==> src/rtl/otp_macro_arbiter.sv <==
// Round-robin arbiter that serializes NumReq requesters onto one OTP macro port,
// routes each response back to its issuer and guards the macro with a response watchdog.

module otp_macro_arbiter_slot #(
    parameter int IdxW = 2,
    parameter int Idx  = 0
) (
    input  logic            grant_vld,
    input  logic [IdxW-1:0] grant_idx,
    input  logic            rsp_fire,
    input  logic [IdxW-1:0] owner,
    output logic            ready,
    output logic            rsp_valid
);
    localparam logic [IdxW-1:0] Me = IdxW'(Idx);

    assign ready     = grant_vld && (grant_idx == Me);
    assign rsp_valid = rsp_fire && (owner == Me);
endmodule

module otp_macro_arbiter #(
    parameter int NumReq        = 3,
    parameter int Width         = 16,
    parameter int SizeWidth     = 2,
    parameter int AddrWidth     = 10,
    parameter int TimeoutCycles = 1024,
    localparam int IfWidth      = (2**SizeWidth) * Width
) (
    input  logic                              clk_i,
    input  logic                              rst_ni,
    input  logic [NumReq-1:0]                 req_valid_i,
    output logic [NumReq-1:0]                 req_ready_o,
    input  logic [NumReq-1:0][1:0]            req_cmd_i,
    input  logic [NumReq-1:0][SizeWidth-1:0]  req_size_i,
    input  logic [NumReq-1:0][AddrWidth-1:0]  req_addr_i,
    input  logic [NumReq-1:0][IfWidth-1:0]    req_wdata_i,
    output logic [NumReq-1:0]                 rsp_valid_o,
    output logic [IfWidth-1:0]                rsp_rdata_o,
    output logic [2:0]                        rsp_err_o,
    output logic                              otp_valid_o,
    input  logic                              otp_ready_i,
    output logic [1:0]                        otp_cmd_o,
    output logic [SizeWidth-1:0]              otp_size_o,
    output logic [AddrWidth-1:0]              otp_addr_o,
    output logic [IfWidth-1:0]                otp_wdata_o,
    input  logic                              otp_valid_i,
    input  logic [IfWidth-1:0]                otp_rdata_i,
    input  logic [2:0]                        otp_err_i,
    output logic                              timeout_o,
    output logic                              busy_o
);
    localparam int IdxW = $clog2(NumReq);
    localparam int CntW = $clog2(TimeoutCycles);
    localparam logic [CntW-1:0] CntMax  = CntW'(TimeoutCycles - 1);
    localparam logic [IdxW-1:0] LastIdx = IdxW'(NumReq - 1);

    localparam logic [2:0] NoError    = 3'h0;
    localparam logic [2:0] MacroError = 3'h1;

    // Sparse encoding so a flipped bit lands in ErrorSt rather than a live state.
    typedef enum logic [2:0] {
        IdleSt  = 3'b000,
        IssueSt = 3'b011,
        WaitSt  = 3'b101,
        ErrorSt = 3'b110
    } state_e;

    state_e                state_q, state_d;
    logic [IdxW-1:0]       rr_ptr_q;
    logic [IdxW-1:0]       owner_q;
    logic [CntW-1:0]       cnt_q;
    logic                  timeout_q;
    logic [1:0]            cmd_q;
    logic [SizeWidth-1:0]  size_q;
    logic [AddrWidth-1:0]  addr_q;
    logic [IfWidth-1:0]    wdata_q;

    logic                  grant_vld;
    logic [IdxW-1:0]       grant_idx;
    logic                  rsp_ok;
    logic                  expire;
    logic                  rsp_fire;

    // Round-robin search starting at rr_ptr; only offered while idle and out of reset.
    always_comb begin
        grant_vld = 1'b0;
        grant_idx = '0;
        for (int i = 0; i < NumReq; i++) begin
            int k;
            k = int'(rr_ptr_q) + i;
            if (k >= NumReq) k = k - NumReq;
            if (!grant_vld && req_valid_i[k]) begin
                grant_vld = 1'b1;
                grant_idx = IdxW'(k);
            end
        end
        if (state_q != IdleSt || !rst_ni) grant_vld = 1'b0;
    end

    // A real response beats a watchdog expiry landing on the same cycle.
    assign rsp_ok   = (state_q == WaitSt) && otp_valid_i;
    assign expire   = (state_q == WaitSt) && !otp_valid_i && (cnt_q == CntMax);
    assign rsp_fire = rsp_ok || expire;

    always_comb begin
        state_d = state_q;
        case (state_q)
            IdleSt:  if (grant_vld)   state_d = IssueSt;
            IssueSt: if (otp_ready_i) state_d = WaitSt;
            WaitSt:  if (rsp_fire)    state_d = IdleSt;
            ErrorSt: state_d = ErrorSt;
            default: state_d = ErrorSt;
        endcase
    end

    always_ff @(posedge clk_i or negedge rst_ni) begin
        if (!rst_ni) begin
            state_q   <= IdleSt;
            rr_ptr_q  <= '0;
            owner_q   <= '0;
            cnt_q     <= '0;
            timeout_q <= 1'b0;
            cmd_q     <= '0;
            size_q    <= '0;
            addr_q    <= '0;
            wdata_q   <= '0;
        end else begin
            state_q <= state_d;
            if (grant_vld) begin
                owner_q <= grant_idx;
                cmd_q   <= req_cmd_i[grant_idx];
                size_q  <= req_size_i[grant_idx];
                addr_q  <= req_addr_i[grant_idx];
                wdata_q <= req_wdata_i[grant_idx];
            end
            if (state_q == IssueSt && otp_ready_i) begin
                cnt_q <= '0;
            end else if (state_q == WaitSt && cnt_q != CntMax) begin
                cnt_q <= cnt_q + 1'b1;
            end
            if (rsp_fire) begin
                rr_ptr_q <= (owner_q == LastIdx) ? '0 : owner_q + 1'b1;
            end
            if (expire) timeout_q <= 1'b1;
        end
    end

    for (genvar i = 0; i < NumReq; i++) begin : g_slot
        otp_macro_arbiter_slot #(
            .IdxW (IdxW),
            .Idx  (i)
        ) u_slot (
            .grant_vld (grant_vld),
            .grant_idx (grant_idx),
            .rsp_fire  (rsp_fire),
            .owner     (owner_q),
            .ready     (req_ready_o[i]),
            .rsp_valid (rsp_valid_o[i])
        );
    end

    // Macro fields are zeroed outside IssueSt so idle and ErrorSt look like reset.
    assign otp_valid_o = (state_q == IssueSt);
    assign otp_cmd_o   = otp_valid_o ? cmd_q   : '0;
    assign otp_size_o  = otp_valid_o ? size_q  : '0;
    assign otp_addr_o  = otp_valid_o ? addr_q  : '0;
    assign otp_wdata_o = otp_valid_o ? wdata_q : '0;

    assign rsp_rdata_o = rsp_ok ? otp_rdata_i : '0;
    assign rsp_err_o   = rsp_ok ? otp_err_i : (expire ? MacroError : NoError);

    assign timeout_o = timeout_q;
    assign busy_o    = (state_q != IdleSt);
endmodule

==> config.mk <==
export PLATFORM = sky130hd
export DESIGN_NAME = otp_macro_arbiter
export DESIGN_NICKNAME = d
export VERILOG_FILES = /design/src/rtl/otp_macro_arbiter.sv
export SDC_FILE = /design/constraint.sdc
export NUM_CORES = 1
export LEC_CHECK = 0
export CAP_MARGIN = 20
export CORE_AREA = 3 3 180 182
export CTS_BUF_LIST = sky130_fd_sc_hd__clkbuf_16
export DETAILED_ROUTE_END_ITERATION = 16
export DIE_AREA = 0 0 183 185
export SYNTH_ARGS = -nofsm -noshare
export SYNTH_HDL_FRONTEND = slang
export SYNTH_SLANG_ARGS = --single-unit
==> constraint.sdc <==
create_clock -name clk_i -period 5.42 [get_ports clk_i]
set_input_delay 0.813 -clock clk_i [delete_from_list [all_inputs] [get_ports clk_i]]
set_output_delay 0.813 -clock clk_i [all_outputs]
set_load 0.01 [all_outputs]
==> results of run 1 <==
==> cell usage after synthesis, types with 2 or more instances <==
library cell,number,area (sq um)
nor2b_1,2,12.5
o21a_1,4,30.0
clkbuf_1,78,293
mux2i_1,5,50.1
nor2_1,15,56.3
and2_1,80,500
or3_1,2,12.5
inv_1,5,18.8
a21o_1,4,30.0
nand2b_1,80,500
buf_2,49,245
nor3b_1,3,22.5
nand3b_1,5,37.5
ha_1,5,62.6
buf_6,12,135
xor2_1,6,52.6
dfrtp_1,96,2400
nor3_1,4,20.0
and3_1,69,432
nand2_1,162,608
and4_1,2,17.5
o211ai_2,99,1240
buf_1,3,11.3
o21ai_0,2,10.0
and3b_1,79,692
o21ai_1,3,15.0
nand3_1,5,25.0
o211ai_1,136,1020
a21oi_1,83,415
buf_4,11,82.6
nand4_1,80,500
==> layout make-up <==
cell class | instances | area [sq um]
inverters | 6 | 22.5
clock buffers | 9 | 225
fillers | 2972 | 16000
well taps | 396 | 495
flip-flops and latches | 96 | 2400
repair buffers | 481 | 4830
clock inverters | 7 | 73.8
multi-input cells | 951 | 6650
diodes | 11 | 27.5
==> stage by stage <==
stage / hold WS [ps] / std cells / area, sq um
2_1_floorplan: 448 / 1207 / 9750
3_3_place_gp: 439 / 1927 / 14300
3_5_place_dp: 449 / 1927 / 14300
4_1_cts: 467 / 1943 / 14600
5_1_grt: 484 / 1957 / 14700
6_report: 466 / 1957 / 14700
==> final timing paths <==
path / from / end / slack [ps] / cells after the start
max in group asynchronous: rst_ni / cmd_q[0] / 3670 / 2
max: req_valid_i[1] / req_ready_o[1] / 1030 / 6
min: timeout_o / timeout_o / 470 / 1
min reg2reg: timeout_o / timeout_o / 470 / 1
min in group asynchronous: rst_ni / wdata_q[8] / 500 / 1
max reg2reg: rr_ptr_q[0] / wdata_q[59] / 1870 / 9
==> cells in the final DEF (no fill, tap or decap), types with 6 or more instances in the layout <==
cell	instances
xor2_1	6
dfrtp_1	96
o211ai_2	98
nand2b_1	80
diode_2	11
nand4_1	80
and3_1	69
and3b_1	79
a21oi_1	83
clkdlybuf4s50_1	459
buf_4	16
clkbuf_16	9
nand2_1	162
o211ai_1	136
and2_1	80
nor2_1	12
==> per-layer routing <==
metal	share of wire (%)	GRT usage, %
met1	40	30.4
met4	3.1	10.8
met3	7.6	7.13
met5	0.035	0
met2	49	43.7
==> registers in the layout (all words and copies together) (netlist names) <==
| register | flops |
|---|---|
| addr_q | 10 |
| cmd_q | 2 |
| cnt_q | 10 |
| owner_q | 2 |
| rr_ptr_q | 2 |
| size_q | 2 |
| state_q | 3 |
| timeout_o | 1 |
| wdata_q | 64 |
==> cells by family (layout without fill, tap and decap cells) <==
kind of cell / after synthesis / after routing
adder cells (fa/ha/maj): 5 / 5
AND/OR/NAND/NOR: 593 / 593
XOR/XNOR: 7 / 7
multiplexers: 6 / 6
flip-flops: 96 / 96
AO/OA/AOI/OAI: 340 / 340
buffers and inverters: 160 / 503
other: 0 / 11
==> power by group <==
part	switching [uW]	total, uW	internal [uW]	leakage [uW]
Sequential	23.7	779	755	0.00127
Clock	360	688	328	0.000140
Combinational	309	655	345	0.00443
==> results.py, run 1 <==
metrics = {
    "yosys": {
        "yosysUniqueCellTypes": 49,
        "synth_simple_gate_area_share_pct": 35.9,
        "ys_warn_count": 0,
        "synth.mux.area_fraction_pct": 0.629,
        "synthCells": 1207,
        "synth-main-ff-cell": "dfrtp_1",
        "syn_nets": 1520,
        "synth_adder_area_share_pct": 0.642,
        "synth_area_sq_mm": 0.00975,
        "synth_top_family_by_area": "simple AND/OR/NAND/NOR gates",
        "synth-xor-area-share_pct": 0.629,
        "ys_seq_area_share_pct": 24.6,
        "synth_seq_cells": 96,
        "synth_edf_count": 0,
        "async_flop_share_pct": 100,
        "synth_compound_area_share_pct": 29.4,
        "synth.avg_cell_area_sq_um": 8.08,
    },
    "timing": {
        "final_hold_viol_count": 0,
        "finalClockSkew_ps": 14.8,
        "min_period_over_period_pct": 80.9,
        "period_needed_ps": 4390,
        "setup_ws_ps": 1030,
        "tns_ps": 0,
        "setup_viol_count_final": 0,
        "fmax_mhz": 228,
        "worstMarginPinSlew_ps": 1180,
        "slew_violations": 0,
        "slew_headroom_pct": 21.6,
        "rsz0062_at_grt": "no",
    },
    "hold_path": {
        "min_path_type": "reg -> reg",
    },
    "cts": {
        "ctsHtreeMaxLevel": 3,
        "cts_resized": 0,
        "clk_pin_slew_ps": 80,
        "clk_latency_ps": 360,
        "cts-hold-fix-buffers": 0,
        "post_cts_buffers": 0,
        "cts_root_buf": "clkbuf_16",
        "cts_buffers": 9,
        "cts_buffer_depth": 2,
        "tritoncts": "built",
        "clock_sinks": 96,
    },
    "global_routing": {
        "grt_pass1_wl_um": 67700,
        "grt_overflow": 0,
        "grt_pass1_vias": 10700,
        "antenna_found_initial": 14,
        "grt_use_total_pct": 25.6,
        "grt_max_degree": 94,
    },
    "worst_setup_path": {
        "cp-start-kind": "input pin",
        "worst_path_max_delay_cell": "clkdlybuf4s50_1",
        "critPathMaxStageDelay_ps": 700,
        "critPathRequiredTime_ps": 4610,
        "worstSetupEndpointType": "output pin",
        "path_buf_inv": 2,
        "path_common_cell": "clkdlybuf4s50_1",
        "path_cells": "clkdlybuf4s50_1 > mux2i_1 > mux2_8 > a31o_4 > nor4b_2 > clkdlybuf4s50_1",
        "crit_arrival_ps": 3570,
        "worstSetupPathType": "in -> out",
        "cpLargestDelayFamily": "buffers and inverters",
        "crit_path_max_fanout": 76,
    },
    "power": {
        "fin_total_pwr_uw": 2120,
        "ir_drop_uv": 129,
        "power_density_mw_per_mm2": 144,
        "leakage_uw": 0.00584,
    },
    "floorplanning": {
        "row_count": 64,
        "core-area_sq_mm": 0.0307,
        "floorplan.initialDensity_pct": 31.7,
        "die_w_um": 183,
        "io_pins": 462,
        "dieArea_sq_mm": 0.0339,
        "die_h_um": 185,
    },
    "drt": {
        "drt_first_pass_iters": 5,
        "final_antenna_net_count": 0,
        "post_drt_via_cell_ratio": 5.64,
        "drc_errors": 0,
        "drt_iter0_drc": 569,
        "drt-total-wl_um": 46000,
        "wl_per_cell_um": 23.5,
        "num_vias": 11000,
    },
    "place": {
        "port-buffer-count": 461,
        "dp_slack_ps": 995,
        "dp.final_hpwl_um": 30500,
        "gp_congestion": 0.826,
    },
    "cells_and_area": {
        "drive_above_1_share_pct": 10.0,
        "area_growth_pct": 51.1,
        "layout.nets": 1858,
        "fin_util_pct": 47.9,
    },
    "job": {
        "drv_cap": 0,
    },
    "status": {
        "status": "completed",
    },
}
Power figures use the tool's default switching activity.
==> run 2, diff against run 1 <==
--- a/config.mk
+++ b/config.mk
@@ -10,6 +10,7 @@
 export CTS_BUF_LIST = sky130_fd_sc_hd__clkbuf_16
 export DETAILED_ROUTE_END_ITERATION = 16
 export DIE_AREA = 0 0 183 185
+export PLACE_DENSITY = 0.66
 export SYNTH_ARGS = -nofsm -noshare
 export SYNTH_HDL_FRONTEND = slang
 export SYNTH_SLANG_ARGS = --single-unit
==> constraint.sdc (replaced) <==
create_clock -name clk_i -period 4.03 [get_ports clk_i]
set_input_delay 0.6045 -clock clk_i [delete_from_list [all_inputs] [get_ports clk_i]]
set_output_delay 0.6045 -clock clk_i [all_outputs]
set_load 0.01 [all_outputs]
==> results.py, run 2 (same netlist as run 1, synthesis figures left out) <==
metrics = {
    "place": {
        "port-buffer-count": 461,
        "gp_congestion": 0.883,
        "dp_slack_ps": 156,
        "dp.final_hpwl_um": 31200,
        "placed_cell_area_sq_mm": 0.0144,
    },
    "timing": {
        "fmax_mhz": 256,
        "whs_ps": 332,
        "slew_headroom_pct": 20.4,
        "setup_viol_count_final": 0,
        "slew_violations": 0,
        "min_period_over_period_pct": 96.9,
        "final_hold_viol_count": 0,
        "worstMarginPinSlew_ps": 1190,
        "tns_ps": 0,
        "period_needed_ps": 3910,
        "setup_ws_ps": 125,
        "rsz0062_at_grt": "no",
        "finalClockSkew_ps": 10.5,
    },
    "status": {
        "status": "completed",
    },
    "global_routing": {
        "antenna_found_initial": 3,
        "grt_overflow": 0,
        "grt_pass1_vias": 11100,
        "grt_max_degree": 100,
        "grt_pass1_wl_um": 67500,
        "grt_use_total_pct": 25.6,
    },
    "cts": {
        "clk_pin_slew_ps": 70,
        "cts_resized": 0,
        "clk_latency_ps": 350,
        "cts_buffers": 9,
        "cts_root_buf": "clkbuf_16",
        "ctsHtreeMaxLevel": 3,
        "clock_sinks": 96,
        "cts-hold-fix-buffers": 0,
        "tritoncts": "built",
        "cts_buffer_depth": 2,
        "post_cts_buffers": 0,
    },
    "worst_setup_path": {
        "path_common_cell": "clkdlybuf4s50_1",
        "crit_path_max_fanout": 10,
        "worst_path_max_delay_cell": "clkdlybuf4s50_1",
        "worstSetupEndpointType": "output pin",
        "path_buf_inv": 2,
        "cpLargestDelayFamily": "buffers and inverters",
        "worstSetupPathType": "in -> out",
        "crit_arrival_ps": 3300,
        "path_cells": "clkdlybuf4s50_1 > mux2i_1 > mux2_8 > a31o_4 > nor4b_2 > clkdlybuf4s50_1",
        "critPathMaxStageDelay_ps": 680,
        "critPathRequiredTime_ps": 3430,
        "cp-start-kind": "input pin",
    },
    "power": {
        "power_density_mw_per_mm2": 190,
        "leakage_uw": 0.00586,
        "ir_drop_uv": 152,
    },
    "cells_and_area": {
        "reg_top3": "wdata_q x64, addr_q x10, cnt_q x10",
        "largest-register": "wdata_q",
        "area_growth_pct": 50.8,
        "final_common_cell": "clkdlybuf4s50_1",
        "drive_above_1_share_pct": 10.2,
        "layout.nets": 1861,
        "mostFrequentLayoutCells": "459 x clkdlybuf4s50_1, 162 x nand2_1, 136 x o211ai_1",
        "fin_area_sq_mm": 0.0147,
        "largest_reg_flops": 64,
    },
    "floorplanning": {
        "io_pins": 462,
        "floorplan.initialDensity_pct": 31.7,
        "core-area_sq_mm": 0.0307,
        "row_count": 64,
        "die_h_um": 185,
        "dieArea_sq_mm": 0.0339,
        "die_w_um": 183,
    },
    "job": {
        "drv_cap": 0,
    },
    "drt": {
        "drt-total-wl_um": 45900,
        "post_drt_via_cell_ratio": 5.73,
        "final_antenna_net_count": 0,
        "wl_per_cell_um": 23.5,
        "num_vias": 11200,
        "drt_first_pass_iters": 5,
        "drc_errors": 0,
        "drt_iter0_drc": 651,
    },
    "hold_path": {
        "min_path_type": "in -> async",
    },
}
run 2: worst reg2reg max path: stages (launching register included):
cell,delay [ps]
dfrtp_1,430
inv_1,130
ha_4,220
mux2i_1,320
mux2_8,270
buf_4,440
buf_4,800
o211ai_1,270
and3b_1,240
o211ai_2,120
run 2: routing by layer:
metal,part of all wire (%),vias up,global-route usage (%),routed length (um)
met2,49,520,44.5,22500
met4,2.9,0,8.29,1340
li1,-,5112,-,-
met5,0,-,0,0
met3,8.0,76,6.23,3650
met1,40,5473,31.1,18500
run 2: report_power, final:
part	internal [uW]	total [uW]	switching (uW)
Combinational	475	899	424
Sequential	1020	1050	32.9
Clock	421	847	427
Total	1910	2790	884
run 2: final timing paths:
kind	start	to	slack, ps	cells past startpoint
worst max-delay path	req_valid_i[1]	req_ready_o[1]	120	6
worst min-delay path	rst_ni	wdata_q[3]	330	2
worst max register to register	rr_ptr_q[1]	wdata_q[1]	700	9
worst min register to register	timeout_o	timeout_o	470	1
max in group asynchronous	rst_ni	addr_q[0]	2350	3
min in group clk_i	timeout_o	timeout_o	470	1
run 2: final cells by class:
class / count / area (sq um)
antenna: 4 / 10.0
clock buffer: 9 / 225
clock inverter: 7 / 46.3
fill: 2990 / 16000
inverter: 6 / 22.5
multi-input combinational: 951 / 6660
sequential: 96 / 2400
tap: 396 / 495
timing repair buffer: 484 / 4840
run 2: per-stage QoR:
| stage | cells | power [uW] | util [%] |
|---|---|---|---|
| 2_1_floorplan | 1207 | 1490 | - |
| 3_3_place_gp | 1932 | 1940 | 46.8 |
| 3_5_place_dp | 1932 | 1960 | 46.8 |
| 4_1_cts | 1948 | 2830 | 47.7 |
| 5_1_grt | 1952 | 2940 | 47.8 |
| 6_report | 1953 | 2790 | 47.8 |
==> run 3, diff against run 2 <==
--- a/config.mk
+++ b/config.mk
@@ -6,11 +6,12 @@
 export NUM_CORES = 1
 export LEC_CHECK = 0
 export CAP_MARGIN = 20
-export CORE_AREA = 3 3 180 182
+export CORE_ASPECT_RATIO = 0.6
+export CORE_MARGIN = 4
+export CORE_UTILIZATION = 38
 export CTS_BUF_LIST = sky130_fd_sc_hd__clkbuf_16
 export DETAILED_ROUTE_END_ITERATION = 16
-export DIE_AREA = 0 0 183 185
-export PLACE_DENSITY = 0.66
+export PLACE_DENSITY = 0.78
 export SYNTH_ARGS = -nofsm -noshare
 export SYNTH_HDL_FRONTEND = slang
 export SYNTH_SLANG_ARGS = --single-unit
==> results.py, run 3 (same netlist as run 1, synthesis figures left out) <==
metrics = {
    "timing": {
        "finalClockSkew_ps": 6.62,
        "whs_ps": 437,
        "fmax_mhz": 267,
        "slew_headroom_pct": 23.2,
        "rsz0062_at_grt": "no",
        "setup_viol_count_final": 0,
        "final_hold_viol_count": 0,
        "slew_violations": 0,
        "min_period_over_period_pct": 93.0,
        "tns_ps": 0,
        "worstMarginPinSlew_ps": 1150,
        "period_needed_ps": 3750,
    },
    "cts": {
        "cts_buffer_depth": 2,
        "cts_buffers": 9,
        "clk_latency_ps": 360,
        "tritoncts": "built",
        "clk_pin_slew_ps": 70,
        "cts_root_buf": "clkbuf_16",
        "ctsHtreeMaxLevel": 3,
        "cts_resized": 0,
        "cts-hold-fix-buffers": 0,
        "clock_sinks": 96,
        "post_cts_buffers": 0,
    },
    "cells_and_area": {
        "final_common_cell": "clkdlybuf4s50_1",
        "drive_above_1_share_pct": 9.99,
        "mostFrequentLayoutCells": "460 x clkdlybuf4s50_1, 162 x nand2_1, 136 x o211ai_1",
        "area_growth_pct": 49.9,
        "largest_reg_flops": 64,
        "layout.nets": 1860,
        "instances_no_fill": 1882,
        "fillCellCount": 2247,
        "largest-register": "wdata_q",
        "reg_top3": "wdata_q x64, addr_q x10, cnt_q x10",
    },
    "worst_setup_path": {
        "r2r-start": "rr_ptr_q[0]",
        "critPathRequiredTime_ps": 3430,
        "cp-start-kind": "flop",
        "path_cells": "inv_1 > ha_1 > nand3b_1 > o21a_1 > a31o_4 > nor4b_2 > clkdlybuf4s50_1",
        "worstSetupEndpointType": "output pin",
        "worst_path_max_delay_cell": "clkdlybuf4s50_1",
        "crit_path_max_fanout": 11,
        "cp-startpoint": "rr_ptr_q[0]",
        "crit_arrival_ps": 3140,
        "worstSetupPathType": "reg -> out",
        "critPathMaxStageDelay_ps": 640,
    },
    "global_routing": {
        "grt_overflow": 0,
        "grt_use_total_pct": 27.4,
        "antenna_found_initial": 2,
        "grt_pass1_wl_um": 63300,
        "grt_max_degree": 82,
        "grt_pass1_vias": 10800,
    },
    "power": {
        "ir_drop_uv": 174,
        "power_density_mw_per_mm2": 194,
        "fin_total_pwr_uw": 2840,
        "leakage_uw": 0.00585,
    },
    "drt": {
        "drt-total-wl_um": 40900,
        "drt_first_pass_iters": 8,
        "wl_per_cell_um": 21.7,
        "post_drt_via_cell_ratio": 5.93,
        "num_vias": 11200,
        "drt_iter0_drc": 1052,
        "drc_errors": 0,
        "final_antenna_net_count": 0,
    },
    "status": {
        "status": "completed",
    },
    "floorplanning": {
        "dieArea_sq_mm": 0.0284,
        "io_pins": 462,
        "row_count": 45,
        "die_h_um": 132,
        "die_w_um": 215,
        "floorplan.initialDensity_pct": 38.6,
        "core-area_sq_mm": 0.0253,
    },
    "place": {
        "gp_congestion": 0.897,
        "port-buffer-count": 461,
        "dp.final_hpwl_um": 27600,
        "placed_cells": 1865,
    },
    "hold_path": {
        "min_path_type": "in -> async",
    },
    "job": {
        "drv_cap": 0,
    },
}
run 3: changes by cell type in the layout (fill, tap and decap cells not counted), sizes merged:
cell           previous run  this run
clkinv                    6         3
diode                     4         1
buf                      25        23
clkinvlp                  0         2
bufinv                    0         1
clkdlybuf4s50           459       460
run 3: path summary, 6_finish.rpt:
kind	to	slack (ps)	cells after the start
max	req_ready_o[1]	280	7
min reg2reg	timeout_o	460	1
max in group asynchronous	addr_q[1]	2480	3
max reg2reg	wdata_q[9]	630	9
min	wdata_q[45]	440	2
min in group clk_i	timeout_o	460	1
run 3: through the flow:
| step | setup slack, ps | util (%) | cell area, sq um |
|---|---|---|---|
| 2_1_floorplan | 1360 | - | 9750 |
| 3_3_place_gp | 416 | 56.6 | 14300 |
| 3_5_place_dp | 282 | 56.6 | 14300 |
| 4_1_cts | 269 | 57.8 | 14600 |
| 5_1_grt | 90.7 | 57.8 | 14600 |
| 6_report | 281 | 57.8 | 14600 |
run 3: critical path, delay by kind of cell, from the launching register on:
family,cells,cell delay [ps]
fa+ha+maj,1,590
simple gates,2,490
compound gates,2,520
flops,1,450
buf+inv,2,730
run 3: power breakdown:
part | total (uW) | switching (uW) | internal, uW
registers | 1050 | 35.6 | 1020
logic | 888 | 418 | 471
clock network | 899 | 417 | 482
total | 2840 | 870 | 1970
run 3: layout make-up:
| type | count | area [sq um] | area share, % |
|---|---|---|---|
| sequential | 96 | 2400 | 16.4 |
| clock inverter | 7 | 71.3 | 0.488 |
| antenna | 1 | 2.50 | 0.0171 |
| tap | 329 | 412 | 2.82 |
| inverter | 6 | 22.5 | 0.154 |
| multi-input combinational | 951 | 6650 | 45.5 |
| clock buffer | 9 | 225 | 1.54 |
| timing repair buffer | 483 | 4830 | 33.0 |
run 3: routing by layer:
layer / global-route usage [%] / wire length [um] / part of all wire [%] / vias up
met1: 37.6 / 17500 / 43 / 5457
met3: 7.88 / 3880 / 9.5 / 44
li1: - / - / - / 5109
met5: 0 / 8 / 0.020 / -
met4: 5.15 / 590 / 1.4 / 2
met2: 43.4 / 19000 / 46 / 548
